<file path="src/rtl/dmem_arb_pkg.sv">
// Shared definitions for the data-memory port arbiter: FSM encoding, grant ids
// and sizing constants for the latency and starvation counters.
package dmem_arb_pkg;

  typedef enum logic [1:0] {
    IDLE  = 2'd0,
    ISSUE = 2'd1,
    WAIT  = 2'd2,
    RESP  = 2'd3
  } arb_state_t;

  localparam logic GNT_CPU = 1'b0;
  localparam logic GNT_DMA = 1'b1;

  localparam int MEM_LAT_MAX = 4;
  localparam int LAT_CW      = $clog2(MEM_LAT_MAX);
  localparam int STARVE_W    = 4;

endpackage

</file>
<file path="src/rtl/arb_starve_ctr.sv">
// Saturating count of consecutive CPU grants taken while the DMA port waits;
// sat tells the arbiter to force the next grant to DMA.
module arb_starve_ctr
  import dmem_arb_pkg::*;
#(
  parameter int STARVE_MAX = 4
) (
  input  logic                clk,
  input  logic                rst,
  input  logic                inc,
  input  logic                clr,
  output logic                sat,
  output logic [STARVE_W-1:0] cnt
);

  assign sat = (cnt == STARVE_W'(STARVE_MAX));

  // NOTE: sequential state is always written with <= so every flop samples
  // pre-edge values regardless of process ordering.
  always_ff @(posedge clk or posedge rst) begin
    if (rst) begin
      cnt <= '0;
    end else if (clr) begin
      cnt <= '0;
    end else if (inc && !sat) begin
      cnt <= cnt + 1'b1;
    end
  end

endmodule

</file>
<file path="src/rtl/dmem_port_arbiter.sv">
// Arbitrates the single-port data memory between the CPU memory stage and a
// DMA/debug port, sequencing one fixed-latency access at a time.
module dmem_port_arbiter
  import dmem_arb_pkg::*;
#(
  parameter int AW         = 32,
  parameter int DW         = 32,
  parameter int MEM_LAT    = 1,
  parameter int STARVE_MAX = 4
) (
  input  logic          clk,
  input  logic          rst,
  input  logic          cpu_req,
  input  logic          cpu_we,
  input  logic [AW-1:0] cpu_addr,
  input  logic [DW-1:0] cpu_wdata,
  output logic          cpu_ack,
  output logic [DW-1:0] cpu_rdata,
  output logic          cpu_stall,
  input  logic          dma_req,
  input  logic          dma_we,
  input  logic [AW-1:0] dma_addr,
  input  logic [DW-1:0] dma_wdata,
  output logic          dma_ack,
  output logic [DW-1:0] dma_rdata,
  output logic          mem_en,
  output logic          mem_we,
  output logic [AW-1:0] mem_addr,
  output logic [DW-1:0] mem_wdata,
  input  logic [DW-1:0] mem_rdata,
  output logic          busy
);

  arb_state_t          state, state_nxt;
  logic                gnt_q;
  logic                we_q;
  logic [AW-1:0]       addr_q;
  logic [DW-1:0]       wdata_q;
  logic [LAT_CW-1:0]   lat_cnt;
  logic                in_idle;
  logic                in_issue;
  logic                dma_win;
  logic                starve_sat;
  logic                starve_inc;
  logic                starve_clr;
  logic [STARVE_W-1:0] starve_cnt;
  logic                cap_rd;

  assign in_idle  = (state == IDLE);
  assign in_issue = (state == ISSUE);
  assign dma_win  = dma_req & (~cpu_req | starve_sat);

  assign starve_inc = in_idle & cpu_req & ~dma_win & dma_req;
  assign starve_clr = in_idle & (dma_win | ~dma_req);

  arb_starve_ctr #(
    .STARVE_MAX(STARVE_MAX)
  ) u_starve (
    .clk(clk),
    .rst(rst),
    .inc(starve_inc),
    .clr(starve_clr),
    .sat(starve_sat),
    .cnt(starve_cnt)
  );

  // NOTE: next state is defaulted before the case so no path can infer a latch.
  always_comb begin
    state_nxt = state;
    unique case (state)
      IDLE:  if (cpu_req || dma_req) state_nxt = ISSUE;
      ISSUE: state_nxt = WAIT;
      WAIT:  if (lat_cnt == '0) state_nxt = RESP;
      RESP:  state_nxt = IDLE;
      default: state_nxt = IDLE;
    endcase
  end

  always_ff @(posedge clk or posedge rst) begin
    if (rst) state <= IDLE;
    else     state <= state_nxt;
  end

  assign cap_rd = (state == WAIT) && (lat_cnt == '0) && !we_q;

  // NOTE: the read-data holding registers are plain flops, not a memory, so
  // they are cleared by reset like the rest of the request latch.
  always_ff @(posedge clk or posedge rst) begin
    if (rst) begin
      gnt_q     <= GNT_CPU;
      we_q      <= 1'b0;
      addr_q    <= '0;
      wdata_q   <= '0;
      lat_cnt   <= '0;
      cpu_rdata <= '0;
      dma_rdata <= '0;
    end else begin
      if (in_idle && (cpu_req || dma_req)) begin
        gnt_q   <= dma_win ? GNT_DMA : GNT_CPU;
        we_q    <= dma_win ? dma_we : cpu_we;
        addr_q  <= dma_win ? dma_addr : cpu_addr;
        wdata_q <= dma_win ? dma_wdata : cpu_wdata;
      end
      if (in_issue) begin
        lat_cnt <= LAT_CW'(MEM_LAT - 1);
      end else if ((state == WAIT) && (lat_cnt != '0)) begin
        lat_cnt <= lat_cnt - 1'b1;
      end
      if (cap_rd && (gnt_q == GNT_CPU)) cpu_rdata <= mem_rdata;
      if (cap_rd && (gnt_q == GNT_DMA)) dma_rdata <= mem_rdata;
    end
  end

  assign mem_en    = in_issue;
  assign mem_we    = in_issue & we_q;
  assign mem_addr  = in_issue ? addr_q  : '0;
  assign mem_wdata = in_issue ? wdata_q : '0;

  assign cpu_ack = (state == RESP) && (gnt_q == GNT_CPU);
  assign dma_ack = (state == RESP) && (gnt_q == GNT_DMA);
  assign busy    = !in_idle;

  // Gated with rst so the stall drops in the same cycle reset is applied.
  assign cpu_stall = cpu_req & ~cpu_ack & ~rst;

endmodule

</file>
<file path="config.mk">
export PLATFORM = sky130hd
export DESIGN_NAME = dmem_port_arbiter
export DESIGN_NICKNAME = d
export VERILOG_FILES = /design/src/rtl/dmem_arb_pkg.sv /design/src/rtl/arb_starve_ctr.sv /design/src/rtl/dmem_port_arbiter.sv
export SDC_FILE = /design/constraint.sdc
export NUM_CORES = 1
export LEC_CHECK = 0
export ABC_AREA = 1
export CORE_AREA = 2 2 146 148
export DETAILED_ROUTE_END_ITERATION = 8
export DIE_AREA = 0 0 148 150
export PLACE_DENSITY = 0.76
export SETUP_SLACK_MARGIN = 0.5
export SYNTH_ARGS = -nofsm -noshare
export SYNTH_HDL_FRONTEND = slang
export SYNTH_SLANG_ARGS = --single-unit
</file>
<file path="constraint.sdc">
create_clock -name clk -period 4.7 [get_ports clk]
set_clock_uncertainty 0.2 [all_clocks]
set_input_delay 0.705 -clock clk [delete_from_list [all_inputs] [get_ports clk]]
set_output_delay 0.705 -clock clk [all_outputs]
set_load 0.005 [all_outputs]
</file>
# After elaboration in Yosys (flattened, before gate mapping)
# Index checks and enable logic that the tools add are counted.
# op_classes
add_sub_neg	2
n_mux	13
reduce_logical	19
bitwise	16
n_eq_ne	6
# ops
cell	n
32-bit two-way mux	4
1-bit logical AND	9
1-bit AND	8
2-bit two-way mux	4
4-bit two-way mux	2
2-bit one-hot mux with 4 select lines	1
1-bit inverter	6
2-bit nonzero test	3
4-bit by 1-bit adder with 4-bit output (second input constant)	1
2-bit == test (second input constant)	2
4-bit by 3-bit == test with 1-bit output (second input constant)	1
2-bit logical NOT	2
1-bit logical NOT	3
2-bit by 1-bit == test with 1-bit output (second input constant)	1
1-bit two-way mux	2
2-bit by 1-bit != test with 1-bit output (second input constant)	1
2-bit != test (second input constant)	1
1-bit OR	2
2-bit AND reduction	1
2-bit by 1-bit subtractor with 2-bit output (second input constant)	1
1-bit logical OR	1
# word_totals
word_cells	65
out_inout_bits	134
reg_bits	138

# Logic depth before layout (Yosys ltp)
# Gate-level depths: netlist of the first run.
# depth
ltp_word	9
ltp_mapped	10

# By module
# From an unflattened synthesis of the first run, not the netlist that was laid out.
# unflattened
hier_cells	1014
hier_area_um2	7154.4
# by_module_without_submodules
module	instances	cells_per_inst	area_per_inst_um2
dmem_port_arbiter	1	981	6897.9
arb_starve_ctr	1	33	256.5

# Worst setup path after synthesis of the first run
# No wires, ideal clock.
# synth_path
kind	register to output
start	reg state[1]
end	out mem_wdata[10]
path_stages_with_launch	7
arrival_time_ps	1385
path_slack_ps	2410
path_cell_list	dfrtp_1 -> inv_1 -> ha_1 -> clkbuf_1 -> buf_1 -> nand2_1 -> inv_1
# synth_via
elab_chain_len	2
# synth_lines
element	line_no	source
start: declaration	dmem_port_arbiter.sv:34	arb_state_t state, state_nxt;
start signal: assignment	dmem_port_arbiter.sv:81	else state <= state_nxt;
2-bit by 1-bit == test with 1-bit output	dmem_port_arbiter.sv:50	assign in_issue = (state == ISSUE);
net mem_en	dmem_port_arbiter.sv:26	output logic mem_en,
32-bit two-way mux	dmem_port_arbiter.sv:117	assign mem_wdata = in_issue ? wdata_q : '0;
end: declaration	dmem_port_arbiter.sv:29	output logic [DW-1:0] mem_wdata,
# The timed path passes the listed nets, and every way through them passes these cells.

# Worst setup path after layout of the first run
# layout_path
start	reg state[1]
end	out mem_addr[11]
# layout_via
elab_chain_len	2
# layout_lines
element	line_no	source
2-bit by 1-bit == test with 1-bit output	dmem_port_arbiter.sv:50	
32-bit two-way mux	dmem_port_arbiter.sv:116	assign mem_addr = in_issue ? addr_q : '0;
end: declaration	dmem_port_arbiter.sv:28	output logic [AW-1:0] mem_addr,
# No other way between the ends.

==> flow_metrics.tcl, run 1 <==
set metrics [dict create \
    status "finished, final reports clean" \
    dieHeight_um 150 \
    final_hold_viol_count 0 \
    fin_nets 1444 \
    grt_first_pass_wirelength_mm 32.9 \
    path_max_fanout 40 \
    final_area_um2 10800 \
    synthToLayoutAreaGrowth_pct 52.5 \
    io_pins 300 \
    yosysTopAreaCell "dfrtp_1" \
    power_mw 5.95 \
    crit_required_ns 3.80 \
    port_buffers 299 \
    finalWeightedCongestion 0.848 \
    synthXorXnorAreaFrac 0.00124 \
    grt_start_max_net_pins 139 \
    grt_overflow 0 \
    cts_setup_buffers 0 \
    async_reset_ff_frac 1.00 \
    nFillCells 2002 \
    drive_gt1_frac 0.0374 \
    ir_worst_vdd_mv 0.208 \
    antenna_found_initial 0 \
    wl_per_cell_um 13.3 \
    multiInputGateArea_um2 2470 \
    row_count 53 \
    netSwitchingFraction 0.353 \
    dr.first_iter.drc_count 272 \
    criticalPathCategory "reg -> out" \
    hp-class "reg -> reg" \
    p_leak_nw 5.95 \
    power_switching_mw 2.10 \
    synth.distinct_cells 22 \
    cts-root-buf "clkbuf_16" \
    track_usage 0.185 \
    cap_violations 0 \
    fin_crit_sh 0.789 \
    vias 6845 \
    synth_top_family_by_area "simple AND/OR/NAND/NOR gates" \
    drc 0 \
    diodes 0 \
    start_util 0.342 \
    drt_pass1_iterations 5 \
    netlist_area_um2 7090 \
    placed_area_um2 10200 \
    syn_area_per_cell_um2 7.07 \
    synthMostInstantiatedCell "nand2_1" \
    pwr-share-seq 0.354 \
    p_per_area_nw_per_um2 551 \
    postCtsHoldBufs 0 \
    synthTopCellsByCount "335 x nand2_1, 245 x inv_1, 138 x dfrtp_1, 131 x nand3_1, 66 x o21ai_0" \
    drt.antenna.violating_nets 0 \
    crit_arrival_ns 2.80 \
    drt_wl_total_mm 20.7 \
    dpl.cell_count 1527 \
    yosys-top-cells-area "dfrtp_1 49%, nand2_1 18%, inv_1 13%" \
    p_comb_frac 0.433 \
    die_area_um2 22200 \
    clkPwrFrac 0.213 \
    cts_buffer_depth 2 \
    cts_made_buffers 17 \
    final_cells 1558 \
    clkTransAtPathRegs_ns 0.06 \
    insertion_delay_ns 0.42 \
    crit_path_end_kind "output port" \
    cts_tree "done" \
    tightest_slew_ns 1.15 \
    startpoint_type "flop" \
    synth_edf_count 0 \
    setup_violations 0 \
    grt_pass1_vias 6679 \
    die-width_um 148 \
    synth.net_count 1175 \
    viasPerCell 4.39 \
    synth_compound_area_frac 0.0514 \
    synthAdderAreaFrac 0.0124 \
    fin_ws_ns 0.993 \
    synthSimpleGateAreaFrac 0.280 \
    slew_violations 0 \
    dp_hpwl_mm 14.5 \
    syn_inst 1002 \
    cts_sinks 138 \
    yosysTopAreaCellShare 0.487 \
    core-area_um2 20700 \
    max_slew_margin 0.233 \
    htreeDepth 4 \
    yosysSeqAreaShare 0.487 \
    place_ws_ns 1.44 \
    fmax_mhz 270 \
    synth.area.mux_share 0.00141 \
    grt_setup_unrepaired "no" \
    setup_tns_ns 0 \
    min_period_ns 3.71 \
    ys_ff_latch 138 \
    internal_power_mw 3.85 \
    cts_resized 0 \
    synthFlopType "dfrtp_1" \
    area.sequential_um2 3450 \
    yosys_warnings 0 \
]
-- worst max-delay path, stage by stage, from the launching register on --
cell	delay, ns
dfrtp_1	0.40
inv_1	0.11
ha_2	0.73
buf_4	0.46
nand2_1	0.11
inv_1	0.07
clkdlybuf4s50_1	0.50
-- worst paths after layout --
check                                             from                      end  slack [ns]  cells after the start
max                               state[1]$_DFFE_PP0P_             mem_addr[11]        0.99                      6
min                            wdata_q[31]$_DFFE_PP0P_  wdata_q[31]$_DFFE_PP0P_        0.28                      2
max reg2reg                u_starve.cnt[0]$_DFFE_PP0P_    addr_q[1]$_DFFE_PP0P_        2.25                      9
min reg2reg                    wdata_q[31]$_DFFE_PP0P_  wdata_q[31]$_DFFE_PP0P_        0.28                      2
max in group asynchronous                          rst  wdata_q[27]$_DFFE_PP0P_        2.98                      3
min in group asynchronous                          rst  wdata_q[23]$_DFFE_PP0P_        0.65                      3
-- per-layer routing --
| metal | vias up | track usage | part of all wire |
|---|---|---|---|
| li1 | 3485 | - | - |
| met5 | - | 0 | 0 |
| met3 | 44 | 0.0436 | 0.060 |
| met2 | 221 | 0.310 | 0.48 |
| met1 | 3095 | 0.226 | 0.43 |
| met4 | 0 | 0.0881 | 0.031 |
-- power groups by stage --
stage                     clock, mW  sequential [mW]  combinational [mW]
after floorplan                   0             2.07                1.21
after global placement            0             2.11                2.54
after detailed placement          0             2.11                2.62
after CTS                      1.30             2.11                2.62
after global routing           1.34             2.18                2.89
final                          1.27             2.11                2.58
-- cells in the final DEF, fill, tap and decap left out, types with 2 or more instances in the layout --
master	netlist	final
nand2_1	335	331
clkdlybuf4s50_1	0	298
inv_1	245	244
dfrtp_1	138	138
nand3_1	131	131
o21ai_0	66	66
clkbuf_16	0	17
nor2_1	11	11
ha_1	7	6
inv_6	0	5
buf_4	6	5
nand2_2	0	4
clkinvlp_4	0	4
clkinv_2	0	4
nand4_1	2	2
inv_2	2	2
nor3_1	2	2
-- flip-flops by register name, summed over array words and instances (netlist names) --
register	cells
state	2
lat_cnt	2
wdata_q	32
dma_rdata	32
gnt_q	1
u_starve.cnt	4
addr_q	32
cpu_rdata	32
we_q	1
-- layout make-up --
type / instances / share of cell area
Sequential cell: 138 / 0.320
Timing Repair Buffer: 305 / 0.282
Multi-Input combinational cell: 562 / 0.229
Inverter: 247 / 0.0862
Clock buffer: 18 / 0.0407
Tap cell: 275 / 0.0319
Clock inverter: 13 / 0.0108
-- logic make-up after synthesis --
group,Yosys count
fa+ha+maj,7
buf+inv,302
compound gates,71
flops,138
xor+xnor,1
simple gates,482
mux,1
-- stage by stage --
stage / hold WS [ns] / utilization
after global routing: 0.298 / 0.522
after CTS: 0.282 / 0.522
final: 0.277 / 0.522
after detailed placement: 0.265 / 0.495
after floorplan: 0.249 / -
after global placement: 0.262 / 0.495
Power figures use the tool's default switching activity.
==> run 2: changes to the inputs <==
--- a/config.mk
+++ b/config.mk
@@ -9,7 +9,7 @@
 export CORE_AREA = 2 2 146 148
 export DETAILED_ROUTE_END_ITERATION = 8
 export DIE_AREA = 0 0 148 150
-export PLACE_DENSITY = 0.76
+export PLACE_DENSITY = 0.73
 export SETUP_SLACK_MARGIN = 0.5
 export SYNTH_ARGS = -nofsm -noshare
 export SYNTH_HDL_FRONTEND = slang
==> constraint.sdc (replaced) <==
create_clock -name clk -period 3.6 [get_ports clk]
set_clock_uncertainty 0.2 [all_clocks]
set_input_delay 0.54 -clock clk [delete_from_list [all_inputs] [get_ports clk]]
set_output_delay 0.54 -clock clk [all_outputs]
set_load 0.005 [all_outputs]
==> run 2 against run 1 <==
Against the previous run: combinational power rose by 33%; highest routed layer unchanged; critical path depth did not move; final cell count rose by 0.26%; power rose by 35%; sequential cell count did not move.
==> flow_metrics.tcl, run 2 (synthesis results as in run 1) <==
set metrics [dict create \
    status "finished, final reports clean" \
    clkTransAtPathRegs_ns 0.06 \
    start_util 0.342 \
    nFillCells 1981 \
    fmax_mhz 349 \
    grt_setup_unrepaired "no" \
    final_common_cell "nand2_1" \
    grt_overflow 0 \
    cap_violations 0 \
    viasPerCell 4.39 \
    cts_sinks 138 \
    slew_violations 0 \
    row_count 53 \
    io_pins 300 \
    core-area_um2 20700 \
    final_hold_viol_count 0 \
    die-width_um 148 \
    dieHeight_um 150 \
    reg2reg_slack_ns 1.16 \
    drt_wl_total_mm 20.4 \
    grt_start_max_net_pins 67 \
    setup_violations 0 \
    cts-root-buf "clkbuf_16" \
    track_usage 0.181 \
    whs_ns 0.280 \
    cts_setup_buffers 0 \
    crit_required_ns 2.86 \
    pwr-share-seq 0.340 \
    cts_tree "done" \
    place_ws_ns 0.773 \
    dp_hpwl_mm 14.1 \
    vias 6863 \
    grt_first_pass_wirelength_mm 32.5 \
    finalWeightedCongestion 0.796 \
    synthToLayoutAreaGrowth_pct 54.5 \
    postCtsHoldBufs 0 \
    fin_crit_sh 0.797 \
    tightest_slew_ns 1.17 \
    wl_per_cell_um 13.1 \
    cts_resized 0 \
    clkPwrFrac 0.233 \
    diodes 0 \
    cts_made_buffers 17 \
    drt.antenna.violating_nets 0 \
    grt_pass1_vias 6464 \
    p_leak_nw 6.01 \
    p_per_area_nw_per_um2 733 \
    internal_power_mw 5.23 \
    startpoint_type "flop" \
    insertion_delay_ns 0.41 \
    power_switching_mw 2.80 \
    whs_path_depth 2 \
    hp-class "reg -> reg" \
    p_comb_frac 0.428 \
    crit_path_end_kind "output port" \
    fin_nets 1447 \
    fin_ws_ns 0.732 \
    criticalPathCategory "reg -> out" \
    drt_pass1_iterations 5 \
    r2r_cells 7 \
    max_slew_margin 0.220 \
    die_area_um2 22200 \
    antenna_found_initial 0 \
    setup_tns_ns 0 \
    port_buffers 299 \
    path_max_fanout 30 \
    netSwitchingFraction 0.349 \
    dr.first_iter.drc_count 283 \
    ir_worst_vdd_mv 0.315 \
    min_period_ns 2.87 \
    cts_buffer_depth 2 \
    htreeDepth 4 \
    final_cell_mix "331 x nand2_1, 298 x clkdlybuf4s50_1, 244 x inv_1, 138 x dfrtp_1, 131 x nand3_1" \
    drive_gt1_frac 0.0404 \
    drc 0 \
    crit_arrival_ns 2.13 \
]
[run 2: cell count changes in the layout (fill, tap and decap cells not counted), sizes merged]
cell	before	now
inv	251	254
clkinv	4	1
bufinv	1	3
buf	7	9
[run 2: final cells by class]
type	instances	area, um2	share of cell area
Clock buffer	17	425	0.0389
Timing Repair Buffer	308	3110	0.284
Inverter	247	931	0.0850
Sequential cell	138	3450	0.315
Multi-Input combinational cell	562	2480	0.227
Clock inverter	15	201	0.0184
Tap cell	275	344	0.0314
[run 2: worst paths after layout]
path                                        start                   endpoint
max                          state[1]$_DFFE_PP0P_               mem_addr[30]
min                        addr_q[31]$_DFFE_PP0P_     addr_q[31]$_DFFE_PP0P_
max reg2reg                  state[0]$_DFFE_PP0P_      addr_q[2]$_DFFE_PP0P_
min reg2reg                addr_q[31]$_DFFE_PP0P_     addr_q[31]$_DFFE_PP0P_
max in group asynchronous                     rst  dma_rdata[25]$_DFFE_PP0P_
min in group asynchronous                     rst           we_q$_DFFE_PP0P_
[run 2: power by group through the flow]
stage / sequential [mW] / combinational (mW) / clock, mW
final: 2.73 / 3.43 / 1.87
after global routing: 2.81 / 3.84 / 1.99
after CTS: 2.72 / 3.43 / 1.92
after detailed placement: 2.73 / 3.42 / 0
after global placement: 2.71 / 3.37 / 0
after floorplan: 2.71 / 1.58 / 0
[run 2: through the flow]
stage | instances | power, mW | utilization | area (um2)
global placement | 1529 | 6.08 | 0.497 | 10300
CTS | 1561 | 8.07 | 0.528 | 10900
global route | 1562 | 8.65 | 0.529 | 10900
floorplan | 1002 | 4.29 | - | 7090
finish | 1562 | 8.02 | 0.529 | 10900
detailed placement | 1529 | 6.15 | 0.497 | 10300
[run 2: worst max-delay path, cell delays in order, from the launching register on]
cell and delay [ns]:
dfrtp_1 0.40, inv_1 0.15, ha_4 0.26, clkbuf_16 0.25, nand2_1 0.07, inv_1 0.05
clkdlybuf4s50_1 0.54
[run 2: metal layers]
metal	global-route usage	vias to the layer above	wire length (um)
met3	0.0387	31	1220
met2	0.298	227	9950
met4	0.0633	0	435
li1	-	3498	-
met1	0.238	3107	8810
met5	0	-	0
==> run 3: changes to the inputs <==
==> constraint.sdc (replaced) <==
create_clock -name clk -period 2.7 [get_ports clk]
set_clock_uncertainty 0.2 [all_clocks]
set_input_delay 0.405 -clock clk [delete_from_list [all_inputs] [get_ports clk]]
set_output_delay 0.405 -clock clk [all_outputs]
set_load 0.005 [all_outputs]
==> run 3 against run 2 <==
Against the previous run: register-to-register slack got worse by 0.56 ns; final cell count increased by 3.8%; sequential share of layout area is 2.4 points lower; via count grew 3.9%; non-clock buffer count is 60 higher; worst hold slack got worse by 0.020 ns; die area unchanged; worst setup slack lost 0.38 ns; critical path depth is 3 higher; global-route usage up 1.5 points; power grew 52%; routed wire length increased by 8.5%; critical path type unchanged.
==> flow_metrics.tcl, run 3 (synthesis results as in run 1) <==
set metrics [dict create \
    setup_tns_ns 0 \
    use_met2 0.333 \
    whs_ns 0.260 \
    area.sequential_um2 3450 \
    drt_wl_total_mm 22.2 \
    placed_area_um2 10400 \
    place_ws_ns 0.227 \
    fmax_mhz 426 \
    viasPerCell 4.40 \
    setup_violations 0 \
    final_core_util 0.573 \
    tightest_slew_ns 0.677 \
    core-area_um2 20700 \
    track_usage 0.197 \
    crit_start "state[1]$_DFFE_PP0P_" \
    wl_per_cell_um 13.7 \
    clkTransAtPathRegs_ns 0.06 \
    cts_made_buffers 17 \
    final_common_cell "nand2_1" \
    grt-busiest-layer "met2" \
    grt_start_max_net_pins 88 \
    final_hold_viol_count 0 \
    row_count 53 \
    p_leak_nw 6.69 \
    criticalPathCategory "reg -> out" \
    multiInputGateArea_um2 2790 \
    fin_ws_ns 0.351 \
    cts_sinks 138 \
    insertion_delay_ns 0.41 \
    start_util 0.342 \
    power_mw 12.2 \
    p_per_area_nw_per_um2 1030 \
    cap_violations 0 \
    fin_nets 1508 \
    final_cell_mix "275 x nand2_1, 228 x clkdlybuf4s50_1, 202 x inv_1, 138 x dfrtp_1, 131 x nand3_1" \
    grt_pass1_vias 6899 \
    whs_path_depth 5 \
    final_cells 1621 \
    max_slew_margin 0.549 \
    vias 7133 \
    r2r_start "state[1]$_DFFE_PP0P_" \
    die-width_um 148 \
    finalWeightedCongestion 0.783 \
    dr.first_iter.drc_count 301 \
    use_met1 0.251 \
    dieHeight_um 150 \
    startpoint_type "flop" \
    port_buffers 299 \
    crit_arrival_ns 1.74 \
    crit_path_end_kind "output port" \
    fin_crit_sh 0.870 \
    cts-root-buf "clkbuf_16" \
    drc 0 \
    slew_violations 0 \
    dp_hpwl_mm 14.6 \
    nFillCells 1877 \
    hp-class "in -> reg" \
    grt_first_pass_wirelength_mm 35.0 \
    antenna_found_initial 0 \
    ir_worst_vdd_mv 0.403 \
    dpl.cell_count 1535 \
    io_pins 300 \
    drt_pass1_iterations 7 \
    final_area_um2 11900 \
    crit_required_ns 2.10 \
    cts_buffer_depth 2 \
    drive_gt1_frac 0.207 \
    cts_tree "done" \
    drt.antenna.violating_nets 0 \
    htreeDepth 4 \
    min_period_ns 2.35 \
    path_max_fanout 8 \
    grt_overflow 0 \
    grt_setup_unrepaired "yes" \
    synthToLayoutAreaGrowth_pct 67.3 \
    die_area_um2 22200 \
    diodes 0 \
    status "finished, final reports clean" \
    met3_usage 0.0430 \
    r2r_cells 9 \
    hold_start "dma_req" \
]
==> run 3: cell types whose count changed in the layout (fill, tap and decap cells not counted), sizes merged <==
cell,change
buf,+127
clkdlybuf4s50,-70
clkbuf,+6
bufinv,-1
clkinv,+2
inv,-6
nand2,+1
==> run 3: what timing repair did <==
action	in CTS	in global routing
hold buffers	0	0
gates resized for setup	354	132
endpoints found under the setup margin	78	112
setup buffers	40	10
endpoints found under the hold margin	0	0
pin swaps	36	10
gates cloned	5	1
==> run 3: routing by layer <==
layer | wire length (um) | vias up
li1 | - | 3614
met1 | 9480 | 3263
met2 | 11100 | 227
met3 | 1210 | 29
met4 | 398 | 0
met5 | 0 | -
==> run 3: worst max-delay path: stages (launching register included) <==
cell     delay (ns)
dfrtp_1        0.37
inv_2          0.07
ha_4           0.17
buf_12         0.13
buf_12         0.13
buf_12         0.14
buf_6          0.11
nand2_2        0.05
inv_1          0.04
buf_2          0.13
==> run 3: cell type report <==
type | count | share of cell area
timing repair buffer | 368 | 0.318
sequential | 138 | 0.291
clock buffer | 20 | 0.0377
inverter | 247 | 0.0788
tap | 275 | 0.0290
clock inverter | 10 | 0.0100
multi-input combinational | 563 | 0.235
==> run 3: path summary, 6_finish.rpt <==
check / slack [ns] / end
max reg2reg: 0.60 / wdata_q[18]$_DFFE_PP0P_
min reg2reg: 0.28 / wdata_q[5]$_DFFE_PP0P_
max in group asynchronous: 1.42 / dma_rdata[22]$_DFFE_PP0P_
min: 0.26 / u_starve.cnt[2]$_DFFE_PP0P_
min in group asynchronous: 0.30 / addr_q[20]$_DFFE_PP0P_
max: 0.35 / mem_wdata[28]
==> run 3: power by group <==
group | internal, mW | leakage [nW] | switching (mW)
combinational | 3.35 | 4.73 | 2.76
sequential | 3.09 | 1.69 | 0.714
clock | 1.38 | 0.269 | 0.878
